`config.mk`:
```
export PLATFORM = sky130hd
export DESIGN_NAME = w5300_bus_arbiter_flat
export DESIGN_NICKNAME = d
export VERILOG_FILES = /design/src/rtl/w5300_bus_arbiter_pkg.sv /design/src/rtl/w5300_bus_arbiter_if.sv /design/src/rtl/w5300_bus_arbiter_rr_arbiter.sv /design/src/rtl/w5300_bus_arbiter.sv /design/src/flat_wrapper.sv
export SDC_FILE = /design/constraint.sdc
export NUM_CORES = 1
export LEC_CHECK = 0
export CORE_MARGIN = 2
export CORE_UTILIZATION = 30
export DETAILED_ROUTE_END_ITERATION = 10
export PLACE_DENSITY = 0.56
export REMOVE_ABC_BUFFERS = 1
export SLEW_MARGIN = 20
export SYNTH_ARGS = -nofsm -noshare
export SYNTH_HDL_FRONTEND = slang
export SYNTH_SLANG_ARGS = --single-unit
```
`constraint.sdc`:
```
create_clock -name clk -period 3 [get_ports clk]
set_input_delay 0.45 -clock clk [delete_from_list [all_inputs] [get_ports clk]]
set_output_delay 0.45 -clock clk [all_outputs]
set_load 0.01 [all_outputs]
```
`src/rtl/w5300_bus_arbiter_pkg.sv`:
```
// Shared types for the W5300 direct-mode bus arbiter: access operation and bus sequencer states.
package W5300;

  typedef enum logic {
    OP_WR = 1'b0,
    OP_RD = 1'b1
  } AddrOperation;

  typedef enum logic [2:0] {
    IDLE,
    SETUP,
    STROBE,
    HOLD,
    RECOVER
  } BusState;

  localparam int ADDR_W = 10;
  localparam int DATA_W = 16;

  function automatic int maxOf(input int a, input int b);
    return (a > b) ? a : b;
  endfunction

endpackage

```
`src/rtl/w5300_bus_arbiter_if.sv`:
```
// Requester-side access ports plus W5300 chip pins; master is the arbiter, slave the requesters/chip.
interface w5300_bus_arbiter_if #(
  parameter int N_REQ = 3
) ();
  import W5300::*;

  logic [N_REQ-1:0]             req;
  AddrOperation [N_REQ-1:0]     req_op;
  logic [N_REQ-1:0][ADDR_W-1:0] req_addr;
  logic [N_REQ-1:0][DATA_W-1:0] req_wdata;
  logic [N_REQ-1:0]             req_lock;
  logic [N_REQ-1:0]             done;
  logic [DATA_W-1:0]            rdata;
  logic                         busy;

  logic [ADDR_W-1:0]            w5300_addr;
  logic [DATA_W-1:0]            w5300_data_o;
  logic                         w5300_data_oe;
  logic [DATA_W-1:0]            w5300_data_i;
  logic                         w5300_cs_n;
  logic                         w5300_rd_n;
  logic                         w5300_wr_n;

  modport master (
    input  req, req_op, req_addr, req_wdata, req_lock, w5300_data_i,
    output done, rdata, busy, w5300_addr, w5300_data_o, w5300_data_oe,
           w5300_cs_n, w5300_rd_n, w5300_wr_n
  );

  modport slave (
    output req, req_op, req_addr, req_wdata, req_lock, w5300_data_i,
    input  done, rdata, busy, w5300_addr, w5300_data_o, w5300_data_oe,
           w5300_cs_n, w5300_rd_n, w5300_wr_n
  );

endinterface

```
`src/rtl/w5300_bus_arbiter_rr_arbiter.sv`:
```
// Combinational round-robin picker: search starts at last_grant+1 and wraps modulo N.
module rr_arbiter #(
  parameter  int N  = 3,
  localparam int IW = (N > 1) ? $clog2(N) : 1
) (
  input  logic [N-1:0]  req,
  input  logic [IW-1:0] last_grant,
  output logic          grant_valid,
  output logic [IW-1:0] grant_idx
);

  function automatic logic [IW-1:0] wrapIdx(input logic [IW-1:0] lg, input int off);
    return IW'((int'(lg) + off) % N);
  endfunction

  // Walk offsets from farthest to nearest so the nearest requester after last_grant wins.
  always_comb begin
    grant_valid = 1'b0;
    grant_idx   = '0;
    for (int i = N; i >= 1; i--) begin
      if (req[wrapIdx(last_grant, i)]) begin
        grant_valid = 1'b1;
        grant_idx   = wrapIdx(last_grant, i);
      end
    end
  end

endmodule

```
`src/rtl/w5300_bus_arbiter.sv`:
```
// W5300 16-bit direct-mode bus sequencer shared round-robin between N_REQ requesters.
// Define W5300_ARB_LOCK_EN to let a locked requester keep the bus for back-to-back accesses.
module w5300_bus_arbiter
  import W5300::*;
#(
  parameter int N_REQ        = 3,
  parameter int RD_LOW_CYC   = 7,
  parameter int WR_LOW_CYC   = 5,
  parameter int RECOVERY_CYC = 3
) (
  input logic                 clk,
  input logic                 rst_n,
  w5300_bus_arbiter_if.master bus
);

  localparam int IW = (N_REQ > 1) ? $clog2(N_REQ) : 1;
  localparam int CW = $clog2(maxOf(maxOf(RD_LOW_CYC, WR_LOW_CYC), RECOVERY_CYC) + 1);
  localparam logic [CW-1:0] RD_CNT  = CW'(RD_LOW_CYC);
  localparam logic [CW-1:0] WR_CNT  = CW'(WR_LOW_CYC);
  localparam logic [CW-1:0] REC_CNT = CW'(RECOVERY_CYC);

  BusState      state;
  AddrOperation curOp;
  logic [IW-1:0] lastGrant, curIdx;
  logic [CW-1:0] cnt;
  logic          grantValid, winValid;
  logic [IW-1:0] grantIdx, winIdx;

  rr_arbiter #(.N(N_REQ)) uArb (
    .req        (bus.req),
    .last_grant (lastGrant),
    .grant_valid(grantValid),
    .grant_idx  (grantIdx)
  );

`ifdef W5300_ARB_LOCK_EN
  logic lockPend;

  // A requester that held its lock through HOLD re-wins if it is still requesting.
  always_comb begin
    winValid = grantValid;
    winIdx   = grantIdx;
    if (lockPend && bus.req[curIdx]) begin
      winValid = 1'b1;
      winIdx   = curIdx;
    end
  end

  always_ff @(posedge clk or negedge rst_n) begin
    if (!rst_n)             lockPend <= 1'b0;
    else if (state == HOLD) lockPend <= bus.req_lock[curIdx];
  end
`else
  assign winValid = grantValid;
  assign winIdx   = grantIdx;
`endif

  always_ff @(posedge clk or negedge rst_n) begin
    if (!rst_n) begin
      state             <= IDLE;
      curOp             <= OP_WR;
      curIdx            <= '0;
      lastGrant         <= IW'(N_REQ - 1);
      cnt               <= '0;
      bus.done          <= '0;
      bus.rdata         <= '0;
      bus.busy          <= 1'b0;
      bus.w5300_addr    <= '0;
      bus.w5300_data_o  <= '0;
      bus.w5300_data_oe <= 1'b0;
      bus.w5300_cs_n    <= 1'b1;
      bus.w5300_rd_n    <= 1'b1;
      bus.w5300_wr_n    <= 1'b1;
    end else begin
      bus.done <= '0;
      case (state)
        IDLE: begin
          if (winValid) begin
            curIdx            <= winIdx;
            curOp             <= bus.req_op[winIdx];
            bus.w5300_addr    <= bus.req_addr[winIdx];
            bus.w5300_data_o  <= bus.req_wdata[winIdx];
            bus.w5300_data_oe <= (bus.req_op[winIdx] == OP_WR);
            bus.w5300_cs_n    <= 1'b0;
            bus.busy          <= 1'b1;
            state             <= SETUP;
          end
        end
        SETUP: begin
          if (curOp == OP_RD) begin
            bus.w5300_rd_n <= 1'b0;
            cnt            <= RD_CNT;
          end else begin
            bus.w5300_wr_n <= 1'b0;
            cnt            <= WR_CNT;
          end
          state <= STROBE;
        end
        STROBE: begin
          if (cnt == CW'(1)) begin
            bus.w5300_rd_n <= 1'b1;
            bus.w5300_wr_n <= 1'b1;
            if (curOp == OP_RD) bus.rdata <= bus.w5300_data_i;
            bus.done[curIdx] <= 1'b1;
            state            <= HOLD;
          end else begin
            cnt <= cnt - CW'(1);
          end
        end
        HOLD: begin
          bus.w5300_cs_n    <= 1'b1;
          bus.w5300_data_oe <= 1'b0;
          lastGrant         <= curIdx;
          cnt               <= REC_CNT;
          state             <= RECOVER;
        end
        RECOVER: begin
          if (cnt == CW'(1)) begin
            bus.busy <= 1'b0;
            state    <= IDLE;
          end else begin
            cnt <= cnt - CW'(1);
          end
        end
        default: state <= IDLE;
      endcase
    end
  end

endmodule

```
`src/flat_wrapper.sv`:
```
// flat-port wrapper written by rule: the top's interface ports become plain ports
module w5300_bus_arbiter_flat import W5300::*;
#(
  parameter int N_REQ        = 3,
  parameter int RD_LOW_CYC   = 7,
  parameter int WR_LOW_CYC   = 5,
  parameter int RECOVERY_CYC = 3
)
  (clk, rst_n, bus_req, bus_req_op, bus_req_addr, bus_req_wdata, bus_req_lock, bus_w5300_data_i, bus_done, bus_rdata, bus_busy, bus_w5300_addr, bus_w5300_data_o, bus_w5300_data_oe, bus_w5300_cs_n, bus_w5300_rd_n, bus_w5300_wr_n);
  w5300_bus_arbiter_if #(.N_REQ(N_REQ)) bus_i ();
  input logic clk;
  input logic rst_n;
  input wire logic [$bits(bus_i.req)-1:0] bus_req;
  input wire logic [$bits(bus_i.req_op)-1:0] bus_req_op;
  input wire logic [$bits(bus_i.req_addr)-1:0] bus_req_addr;
  input wire logic [$bits(bus_i.req_wdata)-1:0] bus_req_wdata;
  input wire logic [$bits(bus_i.req_lock)-1:0] bus_req_lock;
  input wire logic [$bits(bus_i.w5300_data_i)-1:0] bus_w5300_data_i;
  output wire logic [$bits(bus_i.done)-1:0] bus_done;
  output wire logic [$bits(bus_i.rdata)-1:0] bus_rdata;
  output wire logic [$bits(bus_i.busy)-1:0] bus_busy;
  output wire logic [$bits(bus_i.w5300_addr)-1:0] bus_w5300_addr;
  output wire logic [$bits(bus_i.w5300_data_o)-1:0] bus_w5300_data_o;
  output wire logic [$bits(bus_i.w5300_data_oe)-1:0] bus_w5300_data_oe;
  output wire logic [$bits(bus_i.w5300_cs_n)-1:0] bus_w5300_cs_n;
  output wire logic [$bits(bus_i.w5300_rd_n)-1:0] bus_w5300_rd_n;
  output wire logic [$bits(bus_i.w5300_wr_n)-1:0] bus_w5300_wr_n;
  assign bus_i.req = bus_req;
  assign bus_i.req_op = bus_req_op;
  assign bus_i.req_addr = bus_req_addr;
  assign bus_i.req_wdata = bus_req_wdata;
  assign bus_i.req_lock = bus_req_lock;
  assign bus_i.w5300_data_i = bus_w5300_data_i;
  assign bus_done = bus_i.done;
  assign bus_rdata = bus_i.rdata;
  assign bus_busy = bus_i.busy;
  assign bus_w5300_addr = bus_i.w5300_addr;
  assign bus_w5300_data_o = bus_i.w5300_data_o;
  assign bus_w5300_data_oe = bus_i.w5300_data_oe;
  assign bus_w5300_cs_n = bus_i.w5300_cs_n;
  assign bus_w5300_rd_n = bus_i.w5300_rd_n;
  assign bus_w5300_wr_n = bus_i.w5300_wr_n;
  w5300_bus_arbiter #(.N_REQ(N_REQ), .RD_LOW_CYC(RD_LOW_CYC), .WR_LOW_CYC(WR_LOW_CYC), .RECOVERY_CYC(RECOVERY_CYC)) u_core (.clk(clk), .rst_n(rst_n), .bus(bus_i));
endmodule
```
## Yosys cells after proc, flatten, opt, wreduce, memory -nomap -nowiden

Cells that the tools add are included.

- Div/mod/pow operators: 3
- $lt $le $gt $ge: 6
- Add/subtract/negate cells: 4
- Mux-type cells: 41
- Eq/ne operators: 11
- Reductions and logical operators: 15
- Bitwise operators: 1

Operators by type and width:

| operator | number |
|---|---|
| $mod 32x3->32 const B | 3 |
| $bmux 16 s2 | 1 |
| $bmux 10 s2 | 1 |
| $mux 3 | 6 |
| $mux 16 | 1 |
| $lt 2x3->1 const B | 5 |
| $mux 1 | 15 |
| $pmux 3 s5 | 1 |
| $reduce_and 3->1 | 5 |
| $mux 10 | 1 |
| $pmux 1 s2 | 5 |
| $pmux 3 s3 | 1 |
| $bmux 1 s2 | 4 |
| $mux 2 | 4 |
| $ne 2x1->1 const B | 4 |
| $add 2x2->3 const B | 2 |
| $eq 3x1->1 const B | 2 |
| $eq 3x2->1 const B | 2 |
| $reduce_and 2->1 | 3 |
| $reduce_bool 2->1 | 3 |
| $ne 2x2->1 const B | 2 |
| $add 2x1->3 const B | 1 |
| $eq 3x3->1 const B | 1 |
| $logic_not 3->1 | 1 |
| other kinds (7) | 7 |

- Logic and storage cells: 95
- Register bits after elaboration: 61
- Bits of input ports: 105
- Output and inout port bits: 50

## Logic depth before layout (Yosys ltp)

Gate-level depths: netlist of run 1.

- Depth after elaboration: 12
- Gate-level depth with buffers: 10
- Depth with buffers taken out: 7

## By module

From an unflattened synthesis of run 1, not the netlist that was laid out.

- Cells, all modules: 310
- Area total of the unflattened synthesis: 3311.9 µm²

Modules (own cells, without submodules):

| module | instances | area each (µm²) | cells an instance | seq. area each (µm²) |
|---|---|---|---|---|
| w5300_bus_arbiter | 1 | 3066.7 | 274 | 1531.5 |
| rr_arbiter | 1 | 245.2 | 36 | 0.0 |

## Least setup slack after synthesis of run 1

Ideal clock, no wire load.

- Kind: reg-to-reg
- From: register u_core.lastGrant[1]
- To: register u_core.bus.w5300_data_o[10]
- Path slack: 641 ps
- Clock period less this slack: 2359 ps
- Data required time: 2920 ps
- Library setup time: 80 ps
- Stages on the path, launching flop included: 9
- Arrival time: 2279 ps
- Buffers on the path: 2
- Cell sequence: dfstp_2 ha_1 mux2_2 mux2i_2 a211o_1 buf_2 clkbuf_1 a211oi_1 o211ai_2

- Cells in the longest elaborated chain, start to end: 9
- Elaborated cells between the ends (all ways): 21
- Classes of those cells: add/sub: 3; div: 3; mux: 14; reduce/logical: 1

RTL lines:

| what | line | source |
|---|---|---|
| start, declared | w5300_bus_arbiter.sv:24 | `logic [IW-1:0] lastGrant, curIdx;` |
| start signal, assigned | w5300_bus_arbiter.sv:63 | `lastGrant <= IW'(N_REQ - 1);` |
| start signal, assigned | w5300_bus_arbiter.sv:113 | `lastGrant <= curIdx;` |
| $add 2x2->3 | w5300_bus_arbiter_rr_arbiter.sv:13 | `return IW'((int'(lg) + off) % N);` |
| $mod 32x3->32 | w5300_bus_arbiter_rr_arbiter.sv:13 |  |
| $bmux 1 s2 | w5300_bus_arbiter_rr_arbiter.sv:21 | `if (req[wrapIdx(last_grant, i)]) begin` |
| $mux 1 (not written as such) | w5300_bus_arbiter_rr_arbiter.sv:21 |  |
| $mux 2 (3 in a row) | w5300_bus_arbiter_rr_arbiter.sv:21 |  |
| $bmux 16 s2 | w5300_bus_arbiter.sv:82 | `bus.w5300_data_o <= bus.req_wdata[winIdx];` |
| $mux 16 (not written as such) | w5300_bus_arbiter.sv:82 |  |
| end signal, assigned | w5300_bus_arbiter.sv:82 |  |
| end, declared | w5300_bus_arbiter_if.sv:26 | `output done, rdata, busy, w5300_addr, w5300_data_o, w5300_data_oe,` |

Parallel ways exist; a longest one is shown, timed or not. The select of a mux whose other input is x is not followed.
A chain may end at the register's enable or synchronous reset.

## Worst setup path after layout of run 1

- From: register u_core.lastGrant[1]
- To: register u_core.bus.w5300_data_oe

- Cells in the longest elaborated chain, start to end: 12
- Elaborated cells between the ends (all ways): 25
- Classes of those cells: add/sub: 3; div: 3; eq/ne: 1; mux: 16; bitwise: 1; reduce/logical: 1

RTL lines:

| what | line | source |
|---|---|---|
| $add 2x2->3 | w5300_bus_arbiter_rr_arbiter.sv:13 |  |
| $mod 32x3->32 | w5300_bus_arbiter_rr_arbiter.sv:13 |  |
| $bmux 1 s2 | w5300_bus_arbiter_rr_arbiter.sv:21 |  |
| $mux 1 (not written as such) | w5300_bus_arbiter_rr_arbiter.sv:21 |  |
| $mux 2 (3 in a row) | w5300_bus_arbiter_rr_arbiter.sv:21 |  |
| $bmux 1 s2 | w5300_bus_arbiter.sv:83 | `bus.w5300_data_oe <= (bus.req_op[winIdx] == OP_WR);` |
| $mux 1 (not written as such) | w5300_bus_arbiter.sv:83 |  |
| $not 1->1 | w5300_bus_arbiter.sv:83 |  |
| $mux 1 | w5300_bus_arbiter.sv:78 | `if (winValid) begin` |
| $pmux 1 s2 | w5300_bus_arbiter.sv:76 | `case (state)` |
| end signal, assigned | w5300_bus_arbiter.sv:83 |  |
| end, declared | w5300_bus_arbiter_if.sv:26 |  |

Parallel ways exist; a longest one is shown, timed or not. The select of a mux whose other input is x is not followed.

==> metrics.md, run 1 <==
| Metric | Value |
|---|---|
| Clk_lat worst skew | 0.33 ns |
| CTS tree | yes |
| Number of detailed-route iterations in the first pass | 5 |
| Commonest cells post-synth | dfrtp_1, nand2_1, inv_1, clkbuf_1 |
| Antenna Cells | 0 |
| Vias | 4026 |
| Clock skew | 0.00990 ns |
| Die footprint | 14400 um^2 |
| Cell taking the most area after synthesis | dfrtp_1 |
| DP Wirelength | 9440 um |
| Core ar. | 13200 um^2 |
| CP Cell Sequence | ha_1, mux2_2, mux2i_4, a311o_2, nand2_1, o211a_1 |
| Fmax | 376 MHz |
| Non-filler instance count after layout | 762 |
| Gate power share | 0.626 |
| Drt wl/cell | 17.7 um |
| # setup viols final | 0 |
| Antenna violations before repair | 0 |
| Fillers | 1286 |
| Worst-Margin Slew | 0.802 ns |
| Yosys reg bits | 61 |
| Switch share | 0.446 |
| Vias in the first global route | 4176 |
| DRC Markers | 0 |
| Syn avg cell area | 9.19 um^2 |
| H-Tree Depth | 3 |
| CP Class | reg -> reg |
| Max layer used | met4 |
| Leakage | 2.45 nW |
| Clk buf depth | 2 |
| Sequential power share | 0.225 |
| CP Capture Type | flip-flop |
| Switching pwr | 3.03 mW |
| Slowest CP cell | a311o_2 |
| GRT Util Overall | 0.190 |
| Clock slew at reported path FFs | 0.06 ns |
| Critical Path AT | 2.87 ns |
| CTS Buf Count | 9 |
| P per Cell Area | 1120 nW/um^2 |
| Hold buffer count at cts | 0 |
| Wire length on met1 | 6110 um |
| GRT overflow | 0 |
| Met2 wire len | 6260 um |
| Post-cts gate resize count | 0 |
| CP Max Fanout | 34 |
| Port bufs | 151 |
| DRT Wirelength | 13500 um |
| Synth Flop Type | dfrtp_1 |
| Routed vias/inst | 5.28 |
| Final nets | 693 |
| Worst hold path class | in -> async |
| R2r endpoint | u_core.bus.w5300_data_oe$_DFFE_PN0P_ |
| Maximum capacitance violations | 0 |
| Outcome | finished clean |
| Synthesis Warnings | 0 |
| CP startpoint kind | flip-flop |
| RSZ-0062 raised after global routing | no |
| Largest net degree at the start of global routing | 35 |
| Root buffer selected by CTS | clkbuf_16 |
| Rel. slew slack | 0.465 |
| Worst path max stage delay | 0.77 ns |
| VDD IR max | 0.000455 V |
| R2R Setup Slk | 0.34 ns |
| WP depth | 6 |
| Final Hold Fails | 0 |
| Async S/R FF share, synth | 1.00 |
| Post-synth top area share | 0.353 |
| First-pass GRT wire length | 21700 um |
| Detail Route Antenna Nets | 0 |
| Worst endpoint required time | 3.21 ns |
| CTS Sinks | 61 |
| Synthesized area | 4040 um^2 |
| Synth cell types | 53 |
| Top cells by area, synth | dfrtp_1, o211ai_2, a2111oi_0 |
| WP buf/inv | 0 |
| DR WL met3 | 857 um |
| Most common cell in the synthesized netlist | dfrtp_1 |
| R2R depth | 6 |
| Placed insts | 747 |
| EDFF count, synth | 0 |
| Cell internal pwr | 3.77 mW |
| Area growth, synth to finish | 50.8% |
| Worst Hold Slack | 0.0261 ns |
| Final Cycle Share | 0.886 |
| Post-synthesis sequential area ratio | 0.380 |
| Initial drt markers | 201 |
| Synth Instances | 439 |
| Clk network pwr share | 0.149 |
| Share of layout cells above drive strength 1 | 0.159 |
| Site Rows | 42 |
| Initial Util | 0.306 |
| Ports | 155 |
| Post-CTS Setup Bufs | 0 |
| Worst Setup EP | u_core.bus.w5300_data_oe$_DFFE_PN0P_ |
| Die width | 120 um |
| Worst r2r src | u_core.lastGrant[1]$_DFFE_PN1P_ |
| Tmin final | 2.66 ns |
| Height of the die | 120 um |
| Slew Viols, Final | 0 |
| Routability cong. | 0.825 |
| CP Launch Point | u_core.lastGrant[1]$_DFFE_PN1P_ |
| Total Power | 6.80 mW |
| Cell family with most CP delay | compound AO/OA/AOI/OAI gates |
-- sequential cells by signal (all words and copies together) (netlist names) --
name and count:
u_core.bus.rdata 16, u_core.cnt 3, u_core.lastGrant 2, u_core.bus.w5300_cs_n 1, u_core.bus.done 3, u_core.bus.w5300_wr_n 1
u_core.bus.w5300_data_o 16, u_core.bus.w5300_addr 10, u_core.bus.busy 1, u_core.bus.w5300_rd_n 1, u_core.curOp 1, u_core.state 3
u_core.bus.w5300_data_oe 1, u_core.curIdx 2
-- cell usage in the layout (no fill, tap or decap), types with 27 or more instances in the layout --
| master | count |
|---|---|
| clkdlybuf4s50_1 | 150 |
| nor3_1 | 28 |
| inv_1 | 37 |
| dfrtp_1 | 57 |
| a211oi_1 | 27 |
| nand2_1 | 42 |
| a2111oi_0 | 27 |
| nand4_1 | 27 |
| nor2b_1 | 28 |
-- layer usage --
metal / vias to the layer above / GRT usage
li1: 1918 / -
met1: 1918 / 0.253
met2: 168 / 0.307
met3: 22 / 0.0375
met4: 0 / 0.0676
met5: - / 0
-- through the flow --
stage          setup slack, ns  utilization  area [um^2]  setup TNS, ns
2_1_floorplan           -0.998            -         3860         -27.77
3_3_place_gp             0.285        0.440         5800              0
3_5_place_dp             0.250        0.440         5800              0
4_1_cts                  0.325        0.461         6090              0
5_1_grt                  0.170        0.461         6090              0
6_report                 0.341        0.461         6090              0
-- layout make-up --
class,count,area (um^2),area share
multi-input cells,300,2230,0.366
repair buffers,173,1680,0.277
flip-flops and latches,61,1530,0.252
clock buffers,10,229,0.0376
well taps,176,220,0.0362
inverters,37,139,0.0228
clock inverters,5,52.6,0.00863
-- worst reg2reg max path: stages, from the launching register on --
cell and delay (ns):
dfstp_2 0.56, ha_1 0.31, mux2_2 0.41, mux2i_4 0.24, a311o_2 0.77, nand2_1 0.11
o211a_1 0.15
-- how the worst min path moves through the flow --
| stage | from | endpoint | slack [ns] | cells after the start |
|---|---|---|---|---|
| CTS | rst_n | u_core.curIdx[0]$_DFFE_PN0P_ | 0.03 | 1 |
| global placement | rst_n | u_core.bus.done[1]$_DFF_PN0_ | 0.38 | 1 |
| finish | rst_n | u_core.curIdx[0]$_DFFE_PN0P_ | 0.03 | 1 |
| global route | rst_n | u_core.curIdx[0]$_DFFE_PN0P_ | 0.05 | 1 |
| detailed placement | rst_n | u_core.bus.done[0]$_DFF_PN0_ | 0.39 | 1 |
| floorplan | rst_n | u_core.bus.busy$_DFFE_PN0P_ | 0.15 | 0 |
-- kinds of logic after synthesis --
group                    Yosys count  share of synthesized area
multiplexers                      25                     0.0695
AO/OA/AOI/OAI                    111                      0.243
adder cells (fa/ha/maj)            6                     0.0186
flip-flops                        61                      0.380
buffers and inverters             78                     0.0788
AND/OR/NAND/NOR                  156                      0.206
XOR/XNOR                           2                    0.00434
-- power groups by stage --
stage / logic [mW] / registers (mW) / clock network (mW)
2_1_floorplan: 2.26 / 1.62 / 0
3_3_place_gp: 4.19 / 1.52 / 0
3_5_place_dp: 4.27 / 1.54 / 0
4_1_cts: 4.27 / 1.53 / 1.04
5_1_grt: 4.63 / 1.58 / 1.07
6_report: 4.26 / 1.53 / 1.02
Note: power is estimated with default switching activity, not from simulation.
==> inputs of run 2 (changes only) <==
--- a/config.mk
+++ b/config.mk
@@ -7,8 +7,10 @@
 export LEC_CHECK = 0
 export CORE_MARGIN = 2
 export CORE_UTILIZATION = 30
+export CTS_CLUSTER_SIZE = 30
 export DETAILED_ROUTE_END_ITERATION = 10
 export PLACE_DENSITY = 0.56
+export RECOVER_POWER = 25
 export REMOVE_ABC_BUFFERS = 1
 export SLEW_MARGIN = 20
 export SYNTH_ARGS = -nofsm -noshare
==> metrics.md, run 2 (synthesis results as in run 1) <==
| Metric | Value |
|---|---|
| Clk_lat worst skew | 0.33 ns (about the same) |
| Sequential power share | 0.225 (about the same) |
| Switch share | 0.445 (was 0.446) |
| Non-filler instance count after layout | 762 (unchanged) |
| CTS tree | yes (unchanged) |
| Fmax | 379 MHz (was 376 MHz) |
| Util after Layout | 0.461 (about the same) |
| DRT Wirelength | 13400 um (was 13500 um) |
| Register area | 1530 um^2 (unchanged) |
| DP Wirelength | 9440 um (unchanged) |
| Final Hold Fails | 0 (unchanged) |
| Outcome | finished, violations left (was finished clean) |
| Worst Setup EP | u_core.bus.w5300_data_oe$_DFFE_PN0P_ (unchanged) |
| P per Cell Area | 1120 nW/um^2 (about the same) |
| CP Launch Point | u_core.lastGrant[0]$_DFFE_PN0P_ (was u_core.lastGrant[1]$_DFFE_PN1P_) |
| Port bufs | 151 (unchanged) |
| Antenna Cells | 0 (unchanged) |
| CP Class | reg -> reg (unchanged) |
| Clock skew | 0.00838 ns (was 0.00990 ns) |
| Worst endpoint required time | 3.21 ns (about the same) |
| Worst path most repeated cell | buf_4 |
| Fillers | 1287 (was 1286) |
| Slew Viols, Final | 29 (was 0) |
| Drt wl/cell | 17.6 um (was 17.7 um) |
| VDD IR max | 0.000453 V (was 0.000455 V) |
| RSZ-0062 raised after global routing | no (unchanged) |
| Maximum capacitance violations | 1 (was 0) |
| Commonest cells after routing, fill and taps aside | clkdlybuf4s50_1, dfrtp_1, nand2_1 (unchanged) |
| R2r endpoint | u_core.bus.w5300_data_oe$_DFFE_PN0P_ (unchanged) |
| Clk network pwr share | 0.149 (about the same) |
| CP Cell Sequence | inv_1, ha_1, buf_4, nand2_1, o22a_1, a311oi_4, buf_4, nand4_1, o211a_1 (was ha_1, mux2_2, mux2i_4, a311o_2, nand2_1, o211a_1) |
| Routability cong. | 0.825 (unchanged) |
| Switching pwr | 3.02 mW (was 3.03 mW) |
| CP Max Fanout | 16 (was 34) |
| Rel. slew slack | -0.0320 (was 0.465) |
| Number of detailed-route iterations in the first pass | 4 (was 5) |
| R2R Setup Slk | 0.36 ns (was 0.34 ns) |
| Ports | 155 (unchanged) |
| Failing checks | max-capacitance violations, max-slew violations |
| Antenna violations before repair | 0 (unchanged) |
| Site Rows | 42 (unchanged) |
| H-Tree Depth | 3 (unchanged) |
| Final nets | 693 (unchanged) |
| First-pass GRT wire length | 21700 um (unchanged) |
| Multi-input gate area | 2230 um^2 (unchanged) |
| Total Negative Setup Slacks | 0 ns (unchanged) |
| Height of the die | 120 um (unchanged) |
| Detail Route Antenna Nets | 0 (unchanged) |
| GRT overflow | 0 (unchanged) |
| Clk buf depth | 2 (unchanged) |
| Vias | 4019 (was 4026) |
| Share of layout cells above drive strength 1 | 0.154 (was 0.159) |
| Worst Hold Slack | 0.213 ns (was 0.0261 ns) |
| Post-CTS Setup Bufs | 0 (unchanged) |
| Worst hold path class | in -> async (unchanged) |
| Worst-Margin Slew | 1.55 ns (was 0.802 ns) |
| Clock slew at reported path FFs | 0.06 ns (about the same) |
| Vias in the first global route | 4176 (unchanged) |
| Die width | 120 um (unchanged) |
| Worst r2r src | u_core.lastGrant[0]$_DFFE_PN0P_ (was u_core.lastGrant[1]$_DFFE_PN1P_) |
| CP startpoint kind | flip-flop (unchanged) |
| Largest net degree at the start of global routing | 35 (unchanged) |
| Slowest CP cell | dfrtp_1 (was a311o_2) |
| Biggest regs | u_core.bus.rdata (16), u_core.bus.w5300_data_o (16), u_core.bus.w5300_addr (10) (unchanged) |
| Root buffer selected by CTS | clkbuf_16 (unchanged) |
| Post-cts gate resize count | 0 (unchanged) |
| Core ar. | 13200 um^2 (unchanged) |
| # setup viols final | 0 (unchanged) |
| Area growth, synth to finish | 50.6% (was 50.8%) |
| Worst path max stage delay | 0.42 ns (was 0.77 ns) |
| Initial drt markers | 199 (was 201) |
| Die footprint | 14400 um^2 (unchanged) |
| R2R depth | 9 (was 6) |
| CP Capture Type | flip-flop (unchanged) |
| CTS Sinks | 61 (unchanged) |
| Initial Util | 0.306 (unchanged) |
| Cell internal pwr | 3.77 mW (about the same) |
| Hold buffer count at cts | 0 (unchanged) |
| Leakage | 2.44 nW (was 2.45 nW) |
| Final Cycle Share | 0.879 (was 0.886) |
| DRC Markers | 0 (unchanged) |
| Critical Path AT | 2.85 ns (was 2.87 ns) |
| CTS Buf Count | 9 (unchanged) |
| Tmin final | 2.64 ns (was 2.66 ns) |
| GRT Util Overall | 0.190 (unchanged) |
| Routed vias/inst | 5.27 (was 5.28) |
| Commonest non-fill, non-tap cell in the layout | clkdlybuf4s50_1 (unchanged) |
| Total Power | 6.79 mW (was 6.80 mW) |
| Placed insts | 747 (unchanged) |
| Gate power share | 0.626 (about the same) |
==> run 2: changes by cell type in the layout (fill, tap and decap cells not counted) <==
| cell | before | now |
|---|---|---|
| clkbuf_1 | 1 | 4 |
| buf_4 | 21 | 19 |
| buf_2 | 1 | 0 |
==> run 2: metrics by stage <==
step,cell area [um^2],setup WS [ns]
6_report,6080,0.362
5_1_grt,6080,0.170
4_1_cts,6090,0.325
3_5_place_dp,5800,0.250
3_3_place_gp,5800,0.285
2_1_floorplan,3860,-0.998
==> run 2: worst max-delay path: cells and delay by family (launching register included) <==
kind | cells | cell delay, ns
AO/OA/AOI/OAI | 3 | 0.82
buffers and inverters | 3 | 0.63
AND/OR/NAND/NOR | 2 | 0.27
flip-flops | 1 | 0.42
adder cells (fa/ha/maj) | 1 | 0.37
==> run 2: power by group through the flow <==
stage | clock [mW] | combinational [mW] | sequential, mW
floorplan | 0 | 2.26 | 1.62
global placement | 0 | 4.19 | 1.52
detailed placement | 0 | 4.27 | 1.54
CTS | 1.04 | 4.27 | 1.53
global route | 1.07 | 4.63 | 1.58
finish | 1.01 | 4.25 | 1.53
==> run 2: layer usage <==
layer,GRT usage,routed length (um),vias to the layer above
li1,-,-,1916
met1,0.253,6060,1918
met2,0.307,6290,165
met3,0.0375,858,20
met4,0.0676,213,0
met5,0,0,-
==> run 2: worst min path at each step <==
stage / to / slack (ns) / cells after the start
2_1_floorplan: u_core.bus.busy$_DFFE_PN0P_ / 0.15 / 0
4_1_cts: u_core.curIdx[0]$_DFFE_PN0P_ / 0.03 / 1
6_report: u_core.curIdx[0]$_DFFE_PN0P_ / 0.21 / 1
5_1_grt: u_core.curIdx[0]$_DFFE_PN0P_ / 0.28 / 1
3_3_place_gp: u_core.bus.done[1]$_DFF_PN0_ / 0.38 / 1
3_5_place_dp: u_core.bus.done[0]$_DFF_PN0_ / 0.39 / 1
==> run 2: final cells by class <==
class | count | share of cell area
repair buffers | 173 | 0.276
inverters | 37 | 0.0229
clock inverters | 5 | 0.00865
clock buffers | 10 | 0.0377
flip-flops and latches | 61 | 0.252
well taps | 176 | 0.0362
multi-input cells | 300 | 0.367
==> variant: new RTL, config.mk and constraints of run 1 <==
The option `W5300_ARB_LOCK_EN` is turned on by a define.
--- a/src/rtl/w5300_bus_arbiter.sv
+++ b/src/rtl/w5300_bus_arbiter.sv
@@ -1,5 +1,7 @@
 // W5300 16-bit direct-mode bus sequencer shared round-robin between N_REQ requesters.
 // Define W5300_ARB_LOCK_EN to let a locked requester keep the bus for back-to-back accesses.
+`define W5300_ARB_LOCK_EN
+
 module w5300_bus_arbiter
   import W5300::*;
 #(
Function: no difference found for any inputs over 4 cycles, from zero or initial values and one cycle with rst_n low; that may be too few to reach the edited logic, so the function may still have changed.
==> variant against run 1 <==
- wire length down 27%
- clock power up 26%
- sequential share of layout area up 3.0 points
- area after synthesis shrank 13%
- critical path type unchanged
- first-iteration DRC count shrank 63%
- setup slack got worse by 0.17 ns
- non-clock buffer count is 10 lower
- via count down 26%
- sequential cell count rose by 1
- total power fell by 11%
- cell area is 9.3% lower
==> variant: results (changes against run 1) <==
Run status
The flow ran to the end, and the final reports show no timing, DRC or antenna violations.

GRT
The number of global-route vias before repair is 3180 (-24%).

Final layout
The non-clock inverter instance count of the final layout is 32 (-14%). The final-stage net count is 587 (-15%). The non-clock buffer count in the final layout is 163 (-5.8%).

Compared with the post-synthesis result, the final layout area differs by 57.8%.

Timing
The final-layout worst hold slack is 0.231 ns (+0.205 ns). The clock tree skew after final layout came to 0.00724 ns (-0.00266 ns). The final critical path time including I/O delays and setup is 2.82 ns (+0.165 ns).

Worst setup path
The endpoint identified for the worst register-to-register timing path is u_core.bus.w5300_addr[2]. The worst endpoint data arrival time is 3.01 ns (+0.14 ns). The highest net fanout along the worst path was 25 (-26%).

Yosys
The count of different cell masters after synthesis was 54 (+1.9%). By area the synthesized netlist is led by sky130_fd_sc_hd__dfrtp_1, sky130_fd_sc_hd__o221ai_2, sky130_fd_sc_hd__mux2i_1. The fraction of the yosys area taken by sequential cells is 44.5% (+6.6 points).

Power
The power density over cell area was 1090 mW/mm² (-2.4%). The leakage power summed over all cells is 2.42 nW (-1.1%). The worst vdd rail ir drop came to 0.441 mV (-3.0%). The power of the sequential group was 1.58 mW (+3%). The share of power burned in the clock network is 21.5% (+6.6 points).

Place
The detailed placer's ending HPWL was 7340 µm (-22%). The placement-stage worst setup slack is 0.128 ns (-0.122 ns).

Die
The effective utilization at floorplan was 30.6% (about the same).

Routing
The total number of vias is 2975 (-26%). The average routed wire per standard cell came to 15.7 µm (-11%). The detailed route wirelength on metal2 came to 4840 µm (-23%).
## variant: cell types whose count changed after synthesis, moves of 6 or more
| cell | run 1 | this run |
|---|---|---|
| sky130_fd_sc_hd__nand4_1 | 27 | 0 |
| sky130_fd_sc_hd__o221ai_2 | 0 | 21 |
| sky130_fd_sc_hd__mux2i_1 | 3 | 31 |
| sky130_fd_sc_hd__a2111oi_0 | 27 | 1 |
| sky130_fd_sc_hd__nor3_1 | 28 | 3 |
| sky130_fd_sc_hd__nor2b_1 | 28 | 4 |
| sky130_fd_sc_hd__a211oi_1 | 27 | 0 |
| sky130_fd_sc_hd__clkbuf_1 | 29 | 9 |
| sky130_fd_sc_hd__o211ai_2 | 20 | 0 |
| sky130_fd_sc_hd__nor2_1 | 7 | 16 |
| sky130_fd_sc_hd__o21ai_0 | 4 | 10 |
| sky130_fd_sc_hd__o211ai_1 | 7 | 1 |
